File: config.mk
export PLATFORM = sky130hd
export DESIGN_NAME = ber_sweep_logger
export DESIGN_NICKNAME = d
export VERILOG_FILES = /design/src/rtl/ber_sweep_logger.sv
export SDC_FILE = /design/constraint.sdc
export NUM_CORES = 1
export LEC_CHECK = 0
export CORE_MARGIN = 8
export CORE_UTILIZATION = 45
export CTS_CLUSTER_DIAMETER = 100
export CTS_CLUSTER_SIZE = 16
export DETAILED_ROUTE_END_ITERATION = 6
export GPL_TIMING_DRIVEN = 0
export PLACE_DENSITY = 0.79
export SETUP_SLACK_MARGIN = 0.4
export SLEW_MARGIN = 15
export SYNTH_ARGS = -nofsm -noshare
export SYNTH_HDL_FRONTEND = slang
export SYNTH_SLANG_ARGS = --single-unit
File: constraint.sdc
create_clock -name sys_clk -period 5.15 [get_ports sys_clk]
set_clock_uncertainty 0.1 [all_clocks]
set_input_delay 0.515 -clock sys_clk [delete_from_list [all_inputs] [get_ports sys_clk]]
set_output_delay 0.515 -clock sys_clk [all_outputs]
set_load 0.01 [all_outputs]
File: src/rtl/ber_sweep_logger.sv
// ber_sweep_logger: sweeps SNR points and logs bit/frame errors of decoded frames per point
module ber_sweep_logger #(
    parameter int N                   = 204,
    parameter int SNR_PACKET_SIZE     = 4,
    parameter int ERR_CNT_PACKET_SIZE = 28,
    parameter int FRAME_CNT_WIDTH     = 20,
    parameter int CHUNK               = 8
) (
    input  logic                                                   sys_clk,
    input  logic                                                   sys_rst,
    input  logic                                                   start,
    input  logic [SNR_PACKET_SIZE-1:0]                             snr_start,
    input  logic [SNR_PACKET_SIZE-1:0]                             snr_stop,
    input  logic [FRAME_CNT_WIDTH-1:0]                             frames_per_snr,
    input  logic [FRAME_CNT_WIDTH-1:0]                             warmup_frames,
    input  logic [N-1:0]                                           ref_codeword,
    input  logic [N-1:0]                                           hard_decision,
    input  logic                                                   frame_valid,
    output logic                                                   frame_ready,
    output logic [SNR_PACKET_SIZE-1:0]                             snr_sel,
    output logic [ERR_CNT_PACKET_SIZE+FRAME_CNT_WIDTH+SNR_PACKET_SIZE-1:0] result_data,
    output logic                                                   result_valid,
    input  logic                                                   result_ready,
    output logic                                                   busy,
    output logic                                                   done
);
    localparam int NCH = (N + CHUNK - 1) / CHUNK;
    localparam int CW  = $clog2(CHUNK + 1);
    localparam int SW  = $clog2(N + 1);
    localparam int FW  = FRAME_CNT_WIDTH;
    localparam int SNW = SNR_PACKET_SIZE;
    localparam int EW  = ERR_CNT_PACKET_SIZE;

    typedef enum logic [2:0] {IDLE, WARMUP, COUNT, DRAIN, REPORT, DONE} state_t;

    state_t          state;
    logic [SNW-1:0]  stop_q;
    logic [FW-1:0]   fps_q, warm_q, wcnt, fcnt, frame_err_cnt;
    logic [EW-1:0]   bit_err_acc;
    logic [EW:0]     acc_sum;
    logic [NCH*CHUNK-1:0] xv;
    logic [CW-1:0]   c1 [NCH];
    logic [CW-1:0]   s1_cnt [NCH];
    logic [SW-1:0]   c2, s2_sum;
    logic            s1_valid, s2_valid, accept, idle_like, clr;

    assign accept    = frame_valid & frame_ready;
    assign idle_like = (state == IDLE) || (state == DONE);
    assign clr       = (idle_like && start) || (state == REPORT && result_ready);
    assign xv        = (NCH*CHUNK)'(hard_decision ^ ref_codeword);
    assign acc_sum   = {1'b0, bit_err_acc} + (EW+1)'(s2_sum);
    assign result_data = result_valid ? {bit_err_acc, frame_err_cnt, snr_sel} : '0;

    // per-chunk popcount of the error vector, last chunk zero-padded
    always_comb begin
        for (int i = 0; i < NCH; i++) begin
            c1[i] = '0;
            for (int j = 0; j < CHUNK; j++) c1[i] = c1[i] + CW'(xv[i*CHUNK+j]);
        end
    end

    // sum of the registered chunk counts into one frame error count
    always_comb begin
        c2 = '0;
        for (int i = 0; i < NCH; i++) c2 = c2 + SW'(s1_cnt[i]);
    end

    // popcount pipe data stages; qualified by the valid bits below
    always_ff @(posedge sys_clk) begin
        s1_cnt <= c1;
        s2_sum <= c2;
    end

    // popcount pipe valid bits; only COUNT acceptances enter the pipe
    always_ff @(posedge sys_clk) begin
        if (sys_rst) begin
            s1_valid <= 1'b0;
            s2_valid <= 1'b0;
        end else begin
            s1_valid <= accept && state == COUNT;
            s2_valid <= s1_valid;
        end
    end

    // saturating bit-error and frame-error accumulators
    always_ff @(posedge sys_clk) begin
        if (sys_rst || clr) begin
            bit_err_acc   <= '0;
            frame_err_cnt <= '0;
        end else if (s2_valid) begin
            bit_err_acc   <= acc_sum[EW] ? '1 : acc_sum[EW-1:0];
            frame_err_cnt <= (s2_sum != '0 && !(&frame_err_cnt)) ? frame_err_cnt + FW'(1) : frame_err_cnt;
        end
    end

    // sweep control FSM with registered handshake and status outputs
    always_ff @(posedge sys_clk) begin
        if (sys_rst) begin
            state        <= IDLE;
            frame_ready  <= 1'b0;
            result_valid <= 1'b0;
            snr_sel      <= '0;
            busy         <= 1'b0;
            done         <= 1'b0;
            stop_q       <= '0;
            fps_q        <= '0;
            warm_q       <= '0;
            wcnt         <= '0;
            fcnt         <= '0;
        end else begin
            case (state)
                IDLE, DONE: if (start) begin
                    snr_sel     <= snr_start;
                    stop_q      <= snr_stop;
                    fps_q       <= (frames_per_snr == '0) ? FW'(1) : frames_per_snr;
                    warm_q      <= warmup_frames;
                    wcnt        <= '0;
                    fcnt        <= '0;
                    frame_ready <= 1'b1;
                    busy        <= 1'b1;
                    done        <= 1'b0;
                    state       <= (warmup_frames == '0) ? COUNT : WARMUP;
                end
                WARMUP: if (accept) begin
                    wcnt  <= (wcnt == warm_q - FW'(1)) ? '0 : wcnt + FW'(1);
                    fcnt  <= '0;
                    state <= (wcnt == warm_q - FW'(1)) ? COUNT : WARMUP;
                end
                COUNT: if (accept) begin
                    fcnt <= fcnt + FW'(1);
                    if (fcnt == fps_q - FW'(1)) begin
                        frame_ready <= 1'b0;
                        state       <= DRAIN;
                    end
                end
                // stage 2 retires on this edge when stage 1 is already empty
                DRAIN: if (!s1_valid) begin
                    result_valid <= 1'b1;
                    state        <= REPORT;
                end
                REPORT: if (result_ready) begin
                    result_valid <= 1'b0;
                    if (snr_sel == stop_q) begin
                        busy  <= 1'b0;
                        done  <= 1'b1;
                        state <= DONE;
                    end else begin
                        snr_sel     <= snr_sel + SNW'(1);
                        wcnt        <= '0;
                        fcnt        <= '0;
                        frame_ready <= 1'b1;
                        state       <= (warm_q == '0) ? COUNT : WARMUP;
                    end
                end
                default: state <= IDLE;
            endcase
        end
    end
endmodule

==> reports/results.ini, run 1 <==
[status]
status=complete, but fails checks
violations=negative setup slack

[place]
hpwl_um=50060
io_buffers=520
dp.cells=3027
place_area_um2=24850
gp_congestion=0.9113

[floorplanning]
die_y_um=221.1
core-area_um2=41760
start_util_pct=45.35
fp.dieW_um=221.1
rows=75
dieArea_um2=48910
io_pins=521

[timing]
fin_ws_ns=-0.1796
min_period_ns=5.330
period_share_pct=103.5
drv_slew=0
tightest_slew_ns=1.114
slew_headroom_pct=25.52
rsz0062_at_grt=true
max_freq_ghz=0.1876
tns_ns=-0.3451
finalHoldViolations=0
finalSetupViolCount=3

[worst_setup_path]
cp.arrival_ns=5.65
cp.required_ns=5.47
ff2ff_path_depth=16
r2r_end=s2_sum[6]$_DFF_P_
cp-start-kind=flip-flop
timing.rr.start=s1_cnt[22]$_DFF_P_
crit_type=flip-flop to flip-flop
setup.worst_path.end_class=flip-flop
ff2ff_setup_slack_ns=-0.18
cp_max_fo=2

[finish]
final_cells=3052
final_area_um2=25430
regArea_um2=5129
layout.nets=3285
multiInputGateArea_um2=12770
drive_gt1_share_pct=3.186
nFillCells=3521
syn_to_final_growth_pct=34.27

[synth]
synth_area_leaders=dfxtp_1, fa_1, xor2_1
syn_nets=2740
ys_warn_count=0
synth_cells=1968
synth.top_cell.area_share_pct=27.06
syn_area_per_cell_um2=9.623
synth-main-ff-cell=dfxtp_1
yosys-top-cells-count=dfxtp_1, xor2_1, inv_1
synth-edff-count=0
seq_area_frac_synth_pct=27.06
synth_area_leader_cell=dfxtp_1
synth-async-reset-ratio_pct=0
syn_area_um2=18940
yosysUniqueCellTypes=69
synth-seq-cells=256

[global_routing]
grt_util_met1_pct=25.80
use_met2_pct=44.47
grt_start_max_net_pins=17
top_usage_layer=met2
grt_pass1_wl_um=90450
overflow=0
antenna_found_initial=8
grt_usage_pct=22.83
grt_pass1_vias=17210
met3_usage_pct=4.285

[cts]
clk_pin_slew_worst_paths_ns=0.08
htreeDepth=1
clock_sinks=256
cts_max_path_buffers=3
cts_tree=yes
root_buffer=clkbuf_16
cts_hold_buf=0
numCtsBuffers=19
clk_latency_ns=0.50

[detailed_routing]
ant_nets=0
via_per_inst=5.061
drtPass1Iterations=5
wl_per_cell_um=18.71
vias=15450
drt_iter0_markers=792
drc=0
routed_wl_um=57110

[worst_hold_path]
min_path_type=flip-flop to flip-flop
min_from=busy$_SDFFE_PP0P_
hold_depth=2
min_to=busy$_SDFFE_PP0P_

[flow_run]
maxCapViolations=0

==> state kept, by name (all words and copies together), names as in the netlist <==
| name | count |
|---|---|
| wcnt | 20 |
| frame_ready | 1 |
| busy | 1 |
| frame_err_cnt | 20 |
| warm_q | 20 |
| s1_valid | 1 |
| stop_q | 4 |
| s2_valid | 1 |
| state | 3 |
| fps_q | 20 |
| result_valid | 1 |
| done | 1 |
| fcnt | 20 |
| s1_cnt | 103 |
| snr_sel | 4 |
| s2_sum | 8 |
| bit_err_acc | 28 |
==> area by class of cell <==
type / instances / share of cell area (%)
inverters: 245 / 3.617
flip-flops and latches: 256 / 20.17
well taps: 539 / 2.652
repair buffers: 524 / 20.62
plain buffers: 49 / 0.8365
clock buffers: 19 / 1.870
multi-input cells: 1418 / 50.22
diodes: 2 / 0.01968
==> cells in the final DEF (no fill, tap or decap), types with 13 or more instances in the layout <==
cell type	netlist	routed
a21oi_1	109	106
a22o_1	13	13
a31oi_1	15	15
and2_1	58	58
and3_1	16	16
clkbuf_1	41	41
clkbuf_16	0	19
clkdlybuf4s50_1	0	520
dfxtp_1	256	253
fa_1	200	193
ha_1	111	108
inv_1	245	236
nand2_1	121	121
nand3_1	36	36
nand4_1	24	24
nor2_1	104	104
nor2b_1	35	35
nor3_1	30	30
nor4_1	27	27
o21ai_0	29	29
or3_1	13	13
xnor2_1	99	96
xor2_1	256	256
==> critical path, cell delays in order, from the launching register on <==
cell and delay, ns:
dfxtp_2 0.32, inv_2 0.03, fa_1 0.55, inv_2 0.05
fa_2 0.59, fa_2 0.47, fa_1 0.56, fa_1 0.45
fa_1 0.51, inv_2 0.04, fa_1 0.51, inv_2 0.05
ha_4 0.16, fa_2 0.35, a21o_1 0.18, a21oi_2 0.19
xnor2_2 0.14
==> repair_timing <==
item | in CTS | in global routing
pin swaps | 15 | 19
gates resized for setup | 12 | 11
endpoints found under the setup margin | 5 | 5
buffers inserted | 3 | 1
==> layer usage <==
metal	up-vias	routed length [um]	share of wire, %
met5	-	53	0.093
met4	8	966	1.7
met3	68	3200	5.6
li1	7454	-	-
met2	440	30590	54
met1	7475	22290	39
==> how the worst max path moves through the flow <==
stage | startpoint | endpoint | slack (ns) | depth (start not counted)
final | s1_cnt[22]$_DFF_P_ | s2_sum[6]$_DFF_P_ | -0.18 | 16
after global routing | s1_cnt[22]$_DFF_P_ | s2_sum[6]$_DFF_P_ | -0.36 | 16
after CTS | s1_cnt[10]$_DFF_P_ | s2_sum[6]$_DFF_P_ | -0.20 | 16
after detailed placement | s1_cnt[2]$_DFF_P_ | s2_sum[6]$_DFF_P_ | -0.21 | 16
after global placement | s1_cnt[2]$_DFF_P_ | s2_sum[6]$_DFF_P_ | -0.16 | 16
after floorplan | s1_cnt[62]$_DFF_P_ | s2_sum[6]$_DFF_P_ | 0.10 | 18
==> metrics by stage <==
stage | util [%] | worst slack (ns) | hold slack (ns)
floorplan | - | 0.1045 | 0.3319
global placement | 59.50 | -0.1649 | 0.3525
detailed placement | 59.50 | -0.2061 | 0.3565
CTS | 60.79 | -0.1966 | 0.3682
global route | 60.88 | -0.3648 | 0.3926
finish | 60.89 | -0.1796 | 0.3658
==> logic make-up (layout without fill, tap and decap cells) <==
family,count (synthesis),in the layout,share of synthesized area (%)
other,0,2,0
muxes,9,9,0.4757
buffers and inverters,294,837,5.979
DFF,256,256,27.06
and+or+nand+nor,519,519,14.26
xor gates and xnor gates,355,355,16.42
adders and majority gates,311,311,28.48
AOI/OAI and AO/OA,224,224,7.327
Power of run 1 is left out: the tool's default activity adds up to more than one toggle a clock period on the data nets, which glitch-free logic cannot reach.
==> inputs of run 2 (changes only) <==
- HOLD_SLACK_MARGIN: unset -> 0.1
- REMOVE_ABC_BUFFERS: unset -> 1
==> reports/results.ini, run 2 (synthesized netlist as in run 1, its figures left out) <==
[timing]
rsz0062_at_grt=true
slew_headroom_pct=30.84
finalSetupViolCount=4
drv_slew=0
finalHoldViolations=0
tightest_slew_ns=1.034
period_share_pct=102.2
max_freq_ghz=0.1899
fin_ws_ns=-0.1157
min_period_ns=5.266

[detailed_routing]
routed_wl_um=54390
drc=0
wl_per_cell_um=18.05
via_per_inst=5.021
ant_nets=0
drt_iter0_markers=741
drtPass1Iterations=5
vias=15130

[place]
io_buffers=520
gp_congestion=0.8821
dp.cells=2981
dpl_worst_slack_ns=-0.5072
hpwl_um=47300

[finish]
layout_commonest_cell=clkdlybuf4s50_1
final_cell_mix=clkdlybuf4s50_1, xor2_1, dfxtp_1
drive_gt1_share_pct=3.358
largest_register_ffs=103
syn_to_final_growth_pct=33.63
top_regs=s1_cnt: 103 flops, bit_err_acc: 28 flops
layout.nets=3242
final_cells=3013
nFillCells=3486
max_flop_register=s1_cnt

[worst_setup_path]
crit_chain=fa_1 -> inv_2 -> fa_1 -> fa_2 -> fa_1 -> inv_2 -> fa_1 -> fa_1 -> inv_1 -> fa_1 -> inv_2 -> buf_6 -> fa_2 -> a21o_1 -> a21oi_2 -> xnor2_1
crit_path_top_delay_cell=fa_1
slowest_delay_ns=0.57
cp-startpoint=s1_cnt[99]$_DFF_P_
setup.worst_path.end_class=flip-flop
cp.required_ns=5.48
cp_max_fo=2
r2r_end=s2_sum[6]$_DFF_P_
cp-start-kind=flip-flop
cp.arrival_ns=5.59
ff2ff_path_depth=16
timing.rr.start=s1_cnt[99]$_DFF_P_
ff2ff_setup_slack_ns=-0.12
crit_end=s2_sum[6]$_DFF_P_
path_common_cell=fa_1
crit_type=flip-flop to flip-flop

[floorplanning]
core-area_um2=41760
rows=75
fp.dieW_um=221.1
io_pins=521
die_y_um=221.1
dieArea_um2=48910
start_util_pct=45.35

[global_routing]
grt_start_max_net_pins=55
overflow=0
grt_pass1_vias=16580
grt_pass1_wl_um=86070
grt_usage_pct=21.66
antenna_found_initial=9

[cts]
cts_tree=yes
clk_latency_ns=0.51
htreeDepth=1
clock_sinks=256
cts_hold_buf=0
clk_pin_slew_worst_paths_ns=0.07
root_buffer=clkbuf_16
cts_max_path_buffers=3
numCtsBuffers=20

[status]
status=complete, but fails checks
violations=negative setup slack

[worst_hold_path]
min_path_type=primary input to flip-flop

[flow_run]
maxCapViolations=0

==> run 2: worst min path at each step <==
stage | start | to | slack [ns] | cells past startpoint
after floorplan | s1_valid$_SDFF_PP0_ | s2_valid$_SDFF_PP0_ | 0.33 | 2
after global placement | fps_q[19]$_SDFFE_PP0P_ | fps_q[19]$_SDFFE_PP0P_ | 0.36 | 2
after detailed placement | busy$_SDFFE_PP0P_ | busy$_SDFFE_PP0P_ | 0.36 | 2
after CTS | sys_rst | warm_q[7]$_SDFFE_PP0P_ | 0.27 | 2
after global routing | sys_rst | fps_q[17]$_SDFFE_PP0P_ | 0.31 | 2
final | sys_rst | fps_q[17]$_SDFFE_PP0P_ | 0.30 | 2
==> run 2: critical path: cells and delay by family, from the launching register on <==
family	cells	cell delay, ns
fa+ha+maj	8	3.96
flops	1	0.33
buf+inv	5	0.30
compound gates	2	0.33
xor+xnor	1	0.15
==> run 2: cell type report <==
| type | instances | area (um^2) | share of cell area (%) |
|---|---|---|---|
| Clock buffer | 21 | 525.5 | 2.077 |
| Inverter | 245 | 919.6 | 3.634 |
| Antenna cell | 2 | 5.005 | 0.01978 |
| Clock inverter | 3 | 22.52 | 0.08899 |
| Timing Repair Buffer | 529 | 5291 | 20.91 |
| Multi-Input combinational cell | 1418 | 12740 | 50.33 |
| Tap cell | 539 | 674.4 | 2.665 |
| Sequential cell | 256 | 5131 | 20.28 |
==> run 2: repair_timing <==
item / CTS / global route
pin swaps: 31 / 10
gates resized for setup: 15 / 12
endpoints found under the setup margin: 6 / 5
buffers inserted: 5 / 1
==> run 2: through the flow <==
step	area [um^2]	hold slack, ns	setup TNS, ns	utilization [%]
floorplan	18730	0.3284	-0.2122	-
global placement	24600	0.3563	-26.64	58.92
detailed placement	24650	0.3610	-1.335	59.04
CTS	25280	0.2714	-0.5192	60.54
global route	25300	0.3093	-1.064	60.60
finish	25310	0.3045	-0.4220	60.60
==> run 2: routing by layer <==
layer / vias to the layer above / track usage, % / part of all wire (%)
met5: - / 0 / 0.15
met4: 14 / 3.982 / 2.0
met3: 65 / 4.775 / 5.4
met2: 401 / 41.25 / 53
met1: 7277 / 24.62 / 39
li1: 7372 / - / -
Power of run 2 is left out for the same reason.
